**src/rtl/w5500_tx_frame.sv**
```systemverilog
// w5500_tx_frame: turns one payload-buffer transmit request into the three
// W5500 SPI write frames (TX-buffer payload, Sn_TX_WR update, Sn_CR=SEND).
// Bytes leave on a valid/ready interface toward the SPI byte engine.
// Optional build macro W5500_TX_CLAMP_EN clamps the latched length to TX_BUF_SIZE.
module w5500_tx_frame #(
  parameter int SOCK        = 0,
  parameter int CS_GAP      = 2,
  parameter int TX_BUF_SIZE = 2048
) (
  input  logic        clk,
  input  logic        rst_n,
  input  logic        dat_tx_req,
  input  logic [15:0] dat_len,
  output logic        o_dat_tx_rden,
  input  logic [7:0]  dat,
  output logic        o_dat_tx_end,
  output logic        o_spi_cs,
  output logic [7:0]  o_spi_byte,
  output logic        o_spi_vld,
  input  logic        spi_rdy,
  input  logic        i_sock_open,
  output logic        o_busy
);

  localparam logic [4:0]  LP_BSB_REG = 5'(4 * SOCK + 1);
  localparam logic [4:0]  LP_BSB_TX  = 5'(4 * SOCK + 2);
  localparam logic [7:0]  LP_CTRL_D  = {LP_BSB_TX, 1'b1, 2'b00};
  localparam logic [7:0]  LP_CTRL_R  = {LP_BSB_REG, 1'b1, 2'b00};
  localparam logic [15:0] LP_GAP_LD  = 16'(CS_GAP - 1);

  if (CS_GAP < 1 || SOCK < 0 || SOCK > 7 || TX_BUF_SIZE < 1 || TX_BUF_SIZE > 65535) begin : g_param_check
    $error("w5500_tx_frame: illegal parameter value");
  end

  typedef enum logic [3:0] {
    S_IDLE, S_HDR_D, S_RD, S_CAP, S_SND, S_GAP1, S_PTR, S_GAP2, S_CMD, S_DONE, S_REL
  } state_t;

  // Payload-frame header: write address (current pointer) then control byte.
  function automatic logic [7:0] hdr_byte(input logic [2:0] idx, input logic [15:0] ptr);
    case (idx)
      3'd0:    hdr_byte = ptr[15:8];
      3'd1:    hdr_byte = ptr[7:0];
      default: hdr_byte = LP_CTRL_D;
    endcase
  endfunction

  // Sn_TX_WR (offset 0x0024) write frame carrying the advanced pointer.
  function automatic logic [7:0] ptr_byte(input logic [2:0] idx, input logic [15:0] ptr);
    case (idx)
      3'd0:    ptr_byte = 8'h00;
      3'd1:    ptr_byte = 8'h24;
      3'd2:    ptr_byte = LP_CTRL_R;
      3'd3:    ptr_byte = ptr[15:8];
      default: ptr_byte = ptr[7:0];
    endcase
  endfunction

  // Sn_CR (offset 0x0001) write frame with the SEND command.
  function automatic logic [7:0] cmd_byte(input logic [2:0] idx);
    case (idx)
      3'd0:    cmd_byte = 8'h00;
      3'd1:    cmd_byte = 8'h01;
      3'd2:    cmd_byte = LP_CTRL_R;
      default: cmd_byte = 8'h20;
    endcase
  endfunction

  state_t      r_state, w_state_nx;
  logic [2:0]  r_idx, w_idx_nx;
  logic [15:0] r_len, w_len_nx;
  logic [15:0] r_rem, w_rem_nx;
  logic [15:0] r_gap, w_gap_nx;
  logic [15:0] r_wr_ptr;
  logic        r_open_pend;
  logic        r_cs, w_cs_nx;
  logic        r_vld, w_vld_nx;
  logic [7:0]  r_byte, w_byte_nx;
  logic        r_rden, w_rden_nx;
  logic        r_end, w_end_nx;
  logic        r_busy, w_busy_nx;
  logic [15:0] w_len_in;
  logic [15:0] w_new_ptr;
  logic        w_acc;

`ifdef W5500_TX_CLAMP_EN
  localparam logic [15:0] LP_TX_MAX = 16'(TX_BUF_SIZE);
  assign w_len_in = (dat_len > LP_TX_MAX) ? LP_TX_MAX : dat_len;
`else
  assign w_len_in = dat_len;
`endif

  assign w_new_ptr = r_wr_ptr + r_len;
  assign w_acc     = r_vld & spi_rdy;

  assign o_dat_tx_rden = r_rden;
  assign o_dat_tx_end  = r_end;
  assign o_spi_cs      = r_cs;
  assign o_spi_byte    = r_byte;
  assign o_spi_vld     = r_vld;
  assign o_busy        = r_busy;

  // Next-state and next-output decode; outputs are registered from these values.
  always_comb begin
    w_state_nx = r_state;
    w_idx_nx   = r_idx;
    w_len_nx   = r_len;
    w_rem_nx   = r_rem;
    w_gap_nx   = r_gap;
    w_cs_nx    = r_cs;
    w_vld_nx   = r_vld;
    w_byte_nx  = r_byte;
    w_rden_nx  = 1'b0;
    w_end_nx   = 1'b0;
    case (r_state)
      S_IDLE: begin
        if (dat_tx_req) begin
          w_len_nx = w_len_in;
          w_rem_nx = w_len_in;
          if (w_len_in == 16'd0) begin
            w_state_nx = S_DONE;
            w_end_nx   = 1'b1;
          end else begin
            w_state_nx = S_HDR_D;
            w_cs_nx    = 1'b1;
            w_vld_nx   = 1'b1;
            w_idx_nx   = 3'd0;
            w_byte_nx  = hdr_byte(3'd0, r_wr_ptr);
          end
        end else begin
          w_cs_nx  = 1'b0;
          w_vld_nx = 1'b0;
        end
      end
      S_HDR_D: begin
        if (w_acc) begin
          if (r_idx == 3'd2) begin
            w_vld_nx   = 1'b0;
            w_rden_nx  = 1'b1;
            w_state_nx = S_RD;
          end else begin
            w_idx_nx  = r_idx + 3'd1;
            w_byte_nx = hdr_byte(r_idx + 3'd1, r_wr_ptr);
          end
        end else begin
          w_vld_nx = 1'b1;
        end
      end
      S_RD: begin
        w_state_nx = S_CAP;
      end
      S_CAP: begin
        w_byte_nx  = dat;
        w_vld_nx   = 1'b1;
        w_state_nx = S_SND;
      end
      S_SND: begin
        if (w_acc) begin
          w_vld_nx = 1'b0;
          w_rem_nx = r_rem - 16'd1;
          if (r_rem == 16'd1) begin
            w_cs_nx    = 1'b0;
            w_gap_nx   = LP_GAP_LD;
            w_state_nx = S_GAP1;
          end else begin
            w_rden_nx  = 1'b1;
            w_state_nx = S_RD;
          end
        end else begin
          w_vld_nx = 1'b1;
        end
      end
      S_GAP1, S_GAP2: begin
        if (r_gap == 16'd0) begin
          w_cs_nx    = 1'b1;
          w_vld_nx   = 1'b1;
          w_idx_nx   = 3'd0;
          w_byte_nx  = 8'h00;
          w_state_nx = (r_state == S_GAP1) ? S_PTR : S_CMD;
        end else begin
          w_gap_nx = r_gap - 16'd1;
        end
      end
      S_PTR: begin
        if (w_acc) begin
          if (r_idx == 3'd4) begin
            w_vld_nx   = 1'b0;
            w_cs_nx    = 1'b0;
            w_gap_nx   = LP_GAP_LD;
            w_state_nx = S_GAP2;
          end else begin
            w_idx_nx  = r_idx + 3'd1;
            w_byte_nx = ptr_byte(r_idx + 3'd1, w_new_ptr);
          end
        end else begin
          w_vld_nx = 1'b1;
        end
      end
      S_CMD: begin
        if (w_acc) begin
          if (r_idx == 3'd3) begin
            w_vld_nx   = 1'b0;
            w_cs_nx    = 1'b0;
            w_end_nx   = 1'b1;
            w_state_nx = S_DONE;
          end else begin
            w_idx_nx  = r_idx + 3'd1;
            w_byte_nx = cmd_byte(r_idx + 3'd1);
          end
        end else begin
          w_vld_nx = 1'b1;
        end
      end
      S_DONE: begin
        w_state_nx = S_REL;
      end
      S_REL: begin
        if (!dat_tx_req) begin
          w_state_nx = S_IDLE;
        end else begin
          w_state_nx = S_REL;
        end
      end
      default: begin
        w_state_nx = S_IDLE;
        w_cs_nx    = 1'b0;
        w_vld_nx   = 1'b0;
      end
    endcase
    w_busy_nx = (w_state_nx != S_IDLE);
  end

  // FSM state, counters and registered outputs.
  always_ff @(posedge clk or negedge rst_n) begin
    if (!rst_n) begin
      r_state <= S_IDLE;
      r_idx   <= 3'd0;
      r_len   <= 16'd0;
      r_rem   <= 16'd0;
      r_gap   <= 16'd0;
      r_cs    <= 1'b0;
      r_vld   <= 1'b0;
      r_byte  <= 8'h00;
      r_rden  <= 1'b0;
      r_end   <= 1'b0;
      r_busy  <= 1'b0;
    end else begin
      r_state <= w_state_nx;
      r_idx   <= w_idx_nx;
      r_len   <= w_len_nx;
      r_rem   <= w_rem_nx;
      r_gap   <= w_gap_nx;
      r_cs    <= w_cs_nx;
      r_vld   <= w_vld_nx;
      r_byte  <= w_byte_nx;
      r_rden  <= w_rden_nx;
      r_end   <= w_end_nx;
      r_busy  <= w_busy_nx;
    end
  end

  // TX write pointer: commit on DONE; a socket reopen during a transfer is deferred to DONE.
  always_ff @(posedge clk or negedge rst_n) begin
    if (!rst_n) begin
      r_wr_ptr    <= 16'd0;
      r_open_pend <= 1'b0;
    end else if (r_state == S_DONE) begin
      r_wr_ptr    <= (r_open_pend || i_sock_open) ? 16'd0 : w_new_ptr;
      r_open_pend <= 1'b0;
    end else if (i_sock_open) begin
      if (r_state == S_IDLE || r_state == S_REL) begin
        r_wr_ptr <= 16'd0;
      end else begin
        r_open_pend <= 1'b1;
      end
    end
  end

endmodule
```
**config.mk**
```make
export PLATFORM = sky130hd
export DESIGN_NAME = w5500_tx_frame
export DESIGN_NICKNAME = d
export VERILOG_FILES = /design/src/rtl/w5500_tx_frame.sv
export SDC_FILE = /design/constraint.sdc
export NUM_CORES = 1
export LEC_CHECK = 0
export CAP_MARGIN = 20
export CORE_AREA = 2 2 131 133
export CTS_BUF_LIST = sky130_fd_sc_hd__clkbuf_16
export CTS_CLUSTER_DIAMETER = 80
export CTS_CLUSTER_SIZE = 28
export DETAILED_ROUTE_END_ITERATION = 7
export DIE_AREA = 0 0 133 135
export GPL_ROUTABILITY_DRIVEN = 0
export GPL_TIMING_DRIVEN = 0
export PLACE_DENSITY = 0.61
export SYNTH_ARGS = -nofsm -noshare
export SYNTH_HDL_FRONTEND = slang
export SYNTH_SLANG_ARGS = --single-unit
```
**constraint.sdc**
```tcl
create_clock -name clk -period 2.9 [get_ports clk]
set_input_delay 0.725 -clock clk [delete_from_list [all_inputs] [get_ports clk]]
set_output_delay 0.725 -clock clk [all_outputs]
set_load 0.02 [all_outputs]
```
# Word level (Yosys, flattened, before mapping)
# Cells that the tools add are included.
# W data, S select, Z words.
[op_classes]
n_bitwise = 3
n_mul = 0
reduce_logical = 25
mux = 79
div = 0
magnitude_cmp = 0
add_sub_neg = 4
eq_ne = 36
shift = 0
[ops]
columns = ["cell", "n"]
rows = [
  ["$mux W16", 11],
  ["$mux W8", 9],
  ["$mux W4", 12],
  ["$pmux W16 S3", 1],
  ["$pmux W8 S6", 1],
  ["$pmux W4 S10", 1],
  ["$logic_not A16 Y1", 2],
  ["$pmux W16 S2", 1],
  ["$pmux W8 S4", 1],
  ["$sub A16 B1 Y16 const B", 2],
  ["$mux W3", 10],
  ["$ne A2 B2 Y1 const B", 15],
  ["$mux W1", 25],
  ["$reduce_and A10 Y1", 2],
  ["$pmux W6 S3", 1],
  ["$add A16 B16 Y16", 1],
  ["$eq A16 B1 Y1 const B", 1],
  ["$eq A4 B3 Y1 const B", 4],
  ["$pmux W8 S2", 1],
  ["$pmux W3 S5", 1],
  ["$eq A3 B2 Y1 const B", 4],
  ["$eq A4 B4 Y1 const B", 3],
  ["$ne A3 B3 Y1 const B", 4],
  ["$reduce_and A6 Y1", 2],
  ["24 further kinds", 32],
]
[word_totals]
latchBits = 0
mem_bits_ro = 0
n_memories = 0
in_bits = 29
regBits = 85
mem_bits_rw = 0

# Logic depth before layout (Yosys ltp)
[logic_depth]
word_depth = 6
mapped_depth = 11
depth_no_buf = 10

# Worst setup path before layout
# No wires, ideal clock.
[synth_timing]
path_kind = "reg-to-reg"
startpoint = "register r_gap[0]"
endpoint = "register r_busy, in the netlist o_busy"
slack_ns = 0.377
t_arrival_ns = 2.384
path_buffers = 1
required_ns = 2.761
setup_ns = 0.139
stages_incl_launch_ff = 10
path_cell_list = "dfrtp_1 -> inv_1 -> ha_1 -> or3b_4 -> nor4b_4 -> and3_1 -> or2b_2 -> buf_6 -> o2111ai_2 -> or4_1"
[synth_via]
elab_chain_cells = 4
[synth_lines]
columns = ["item", "line_no", "text"]
rows = [
  ["start, declared", "73", "logic [15:0] r_gap, w_gap_nx;"],
  ["start signal, assigned", "252", "r_gap <= w_gap_nx;"],
  ["$logic_not A16 Y1", "174", "if (r_gap == 16'd0) begin"],
  ["$mux W4", "174", ""],
  ["$pmux W4 S10", "115", "case (r_state)"],
  ["named net w_state_nx[2]", "69", "state_t r_state, w_state_nx;"],
  ["$reduce_bool A4 Y1", "230", "w_busy_nx = (w_state_nx != S_IDLE);"],
  ["named net w_busy_nx", "81", "logic r_busy, w_busy_nx;"],
  ["end signal, assigned", "258", "r_busy <= w_busy_nx;"],
  ["end, declared", "81", ""],
]
# The timed path passes the listed nets, and every way through them passes these cells.
# A chain may end at the register's enable or synchronous reset.

# Worst setup path after layout
[layout_timing]
startpoint = "register r_gap[0]"
endpoint = "register r_byte[6], in the netlist o_spi_byte[6]"
[layout_via]
elab_chain_cells = 3
[layout_lines]
columns = ["item", "line_no", "text"]
rows = [
  ["$logic_not A16 Y1", "174", ""],
  ["$ne A2 B2 Y1 (no source line)", "n/a", ""],
  ["$reduce_and A10 Y1 (no source line)", "n/a", ""],
  ["end signal, assigned", "255", "r_byte <= w_byte_nx;"],
  ["end, declared", "78", "logic [7:0] r_byte, w_byte_nx;"],
]
# Every way passes these cells.

==> flow_metrics.env <==
export IMPL_rsz0062_at_grt="no"
export IMPL_io_pins=42
export IMPL_worstPathCellList="inv_1 -> ha_1 -> or3b_4 -> nor4b_4 -> a31oi_4 -> a311o_1 -> o21bai_4 -> buf_6 -> o31ai_2"
export IMPL_power_density_mw_per_mm2=995
export IMPL_cts_tree="yes"
export IMPL_synth_fp_nets=716
export IMPL_final_hold_violation_count=0
export IMPL_hold_ws_ns=0.370
export IMPL_pre_cts_ws_ns=-0.0941
export IMPL_ys_ff_latch=85
export IMPL_numCtsBuffers=9
export IMPL_wl_per_cell_um=17.3
export IMPL_grt_remaining_overflow=0
export IMPL_fin_crit_ns=2.75
export IMPL_die_height_um=135
export IMPL_relSlewSlack_pct=35.7
export IMPL_clock_latency_ns=0.35
export IMPL_core_area_mm2=0.0164
export IMPL_drive_above_1_share_pct=8.75
export IMPL_postSynthAreaPerCell_um2=8.67
export IMPL_drt_iter0_drc=394
export IMPL_die_w_um=133
export IMPL_firstDrtPassIters=5
export IMPL_irDropWorstVdd_mv=0.342
export IMPL_r2r_cells=9
export IMPL_gr_usage_all_layers_pct=18.8
export IMPL_synth_edf_count=0
export IMPL_worst_setup_path_start_kind="flip-flop"
export IMPL_required_ns=3.17
export IMPL_status="finished clean"
export IMPL_nNetsFinal=770
export IMPL_vias=5290
export IMPL_htreeDepth=3
export IMPL_initial_core_util_pct=34.9
export IMPL_slowest_delay_ns=0.42
export IMPL_routed_via_density=5.63
export IMPL_hp_class="primary input to asynchronous set/reset pin"
export IMPL_power_leakage_nw=2.77
export IMPL_hpwl_um=12300
export IMPL_endpoint_kind="flip-flop"
export IMPL_slew_viol_final=0
export IMPL_grt_start_max_net_pins=45
export IMPL_finalSetupViolCount=0
export IMPL_regToRegSetupSlack_ns=0.15
export IMPL_timing_rr_start="r_gap[0]"
export IMPL_arrival_ns=3.02
export IMPL_fin_skew_ns=0.00755
export IMPL_synth_cell_type_count=71
export IMPL_yosysSeqAreaShare_pct=37.1
export IMPL_dieArea_mm2=0.0180
export IMPL_grt_pass1_wl_um=26900
export IMPL_ys_flop_type="dfrtp_1"
export IMPL_antenna_found_initial=0
export IMPL_syn_cell_area_mm2=0.00573
export IMPL_finalWorstSetupSlack_ns=0.148
export IMPL_period_share_pct=94.9
export IMPL_clock_sinks=85
export IMPL_rr_endpoint="o_spi_byte[6]"
export IMPL_grt_pass1_vias=4982
export IMPL_wl_um=16200
export IMPL_synth_cells=661
export IMPL_clockRootBuffer="clkbuf_16"
export IMPL_rows=47
export IMPL_path_clk_slew_ns=0.07
export IMPL_drv_cap=0
export IMPL_max_freq_mhz=363
export IMPL_ant_nets=0
export IMPL_synthArstFlopShare_pct=100
export IMPL_drc=0
export IMPL_cts_buffer_depth=2
export IMPL_critPathKind="flip-flop to flip-flop"
export IMPL_tightest_slew_ns=0.951
export IMPL_fin_tns_setup_ns=0
export IMPL_hold_buffers=0
export IMPL_crit_path_max_fanout=10
export IMPL_ys_warn_count=0
export IMPL_portBuffers=41
export IMPL_area_delta_synth_final_pct=17.7
export IMPL_cpMaxStageDelayCell="dfrtp_1"
export IMPL_antenna_cells=0
[logic make-up (layout without fill, tap and decap cells)]
| kind of cell | count (synthesis) | count (layout) | synth area share (%) |
|---|---|---|---|
| simple gates | 243 | 243 | 21.3 |
| compound gates | 218 | 218 | 25.1 |
| flops | 85 | 85 | 37.1 |
| buf+inv | 50 | 109 | 3.89 |
| fa+ha+maj | 26 | 26 | 5.81 |
| xor+xnor | 20 | 20 | 3.06 |
| mux | 19 | 19 | 3.67 |
[power breakdown]
group          switching, mW  internal (mW)
Combinational           2.21           1.44
Clock                  0.515          0.583
Sequential             0.355           1.61
Total                   3.08           3.63
[worst max-delay path by stage]
| stage | from | to | depth (start not counted) |
|---|---|---|---|
| after detailed placement | dat_tx_req | r_len[13] | 5 |
| final | r_gap[0] | o_spi_byte[6] | 9 |
| after CTS | r_gap[0] | o_spi_byte[6] | 9 |
| after global placement | rst_n | r_gap[14] | 1 |
| after global routing | r_gap[0] | o_spi_byte[6] | 9 |
| after floorplan | r_gap[0] | o_busy | 9 |
[registers in the layout, summed over array words and instances, names as in the netlist]
name	cells
o_dat_tx_end	1
r_wr_ptr	16
r_len	16
o_spi_byte	8
o_spi_cs	1
o_spi_vld	1
r_state	4
r_open_pend	1
r_rem	16
o_dat_tx_rden	1
r_gap	16
r_idx	3
o_busy	1
[cells in the final DEF, fill, tap and decap left out, drive strengths merged, types with 9 or more instances in the layout]
cell / synthesis / final
a31oi: 10 / 10
xnor2: 10 / 10
clkdlybuf4s50: 0 / 40
a21oi: 48 / 48
o31ai: 11 / 11
dfrtp: 85 / 85
nor2: 61 / 61
inv: 17 / 18
a22o: 10 / 10
nand3: 18 / 18
buf: 7 / 10
o21ai: 68 / 68
nor3: 22 / 22
xor2: 10 / 10
or3: 11 / 11
mux2: 16 / 16
clkbuf: 26 / 35
ha: 25 / 25
a22oi: 9 / 9
nand2: 70 / 70
[cell usage after synthesis (5+ instances only)]
cell type | count | area (µm²)
dfrtp_1 | 85 | 2130
nand2_1 | 69 | 259
nor2_1 | 61 | 229
o21ai_0 | 60 | 300
a21oi_1 | 48 | 240
clkbuf_1 | 25 | 93.8
ha_1 | 25 | 313
nor3_1 | 22 | 110
inv_1 | 17 | 63.8
nand3_1 | 17 | 85.1
mux2_2 | 16 | 180
or3_1 | 11 | 68.8
a22o_1 | 10 | 87.6
o31ai_1 | 10 | 75.1
xnor2_1 | 10 | 87.6
xor2_1 | 10 | 87.6
a22oi_1 | 9 | 67.6
a31oi_1 | 9 | 56.3
a21o_1 | 8 | 60.1
and3_1 | 8 | 50.1
nor2b_1 | 8 | 50.1
o211ai_1 | 8 | 60.1
o21ai_1 | 8 | 40.0
o22ai_1 | 8 | 50.1
and2_1 | 7 | 43.8
nand2b_1 | 6 | 37.5
nor4_1 | 6 | 37.5
a221oi_1 | 5 | 43.8
nand3b_1 | 5 | 37.5
[layer usage]
metal	global-route usage, %	part of all wire [%]
met4	5.44	2.1
met1	28.1	49
met2	27.7	43
met3	3.45	6.0
met5	0	0
[area by class of cell]
| class | instances | area, µm² |
|---|---|---|
| buffer | 33 | 160 |
| clock buffer | 9 | 225 |
| clock inverter | 7 | 51.3 |
| fill | 1630 | 9670 |
| inverter | 17 | 63.8 |
| multi-input combinational | 526 | 3400 |
| sequential | 85 | 2130 |
| tap | 220 | 275 |
| timing repair buffer | 43 | 443 |
[critical path, delay by kind of cell, from the launching register on]
family          cells  cell delay (ns)
flops               1             0.42
buf+inv             2             0.24
fa+ha+maj           1             0.18
simple gates        2             0.79
compound gates      4             1.05
[stage by stage]
step	instance area, µm²	cells	utilization (%)	power (mW)
floorplan	5730	661	-	4.54
global placement	6410	922	39.1	5.52
detailed placement	6440	923	39.2	5.55
CTS	6720	939	41.0	6.68
global route	6740	940	41.1	7.29
finish	6740	940	41.1	6.71
[what timing repair did]
| action | 4_1_cts | 5_1_grt |
|---|---|---|
| setup buffers | 0 | 1 |
| endpoints found under the setup margin | 1 | 24 |
| gates cloned | 0 | 0 |
| resized for setup | 1 | 5 |
| pin swaps | 0 | 1 |
Note: power is estimated with default switching activity, not from simulation.
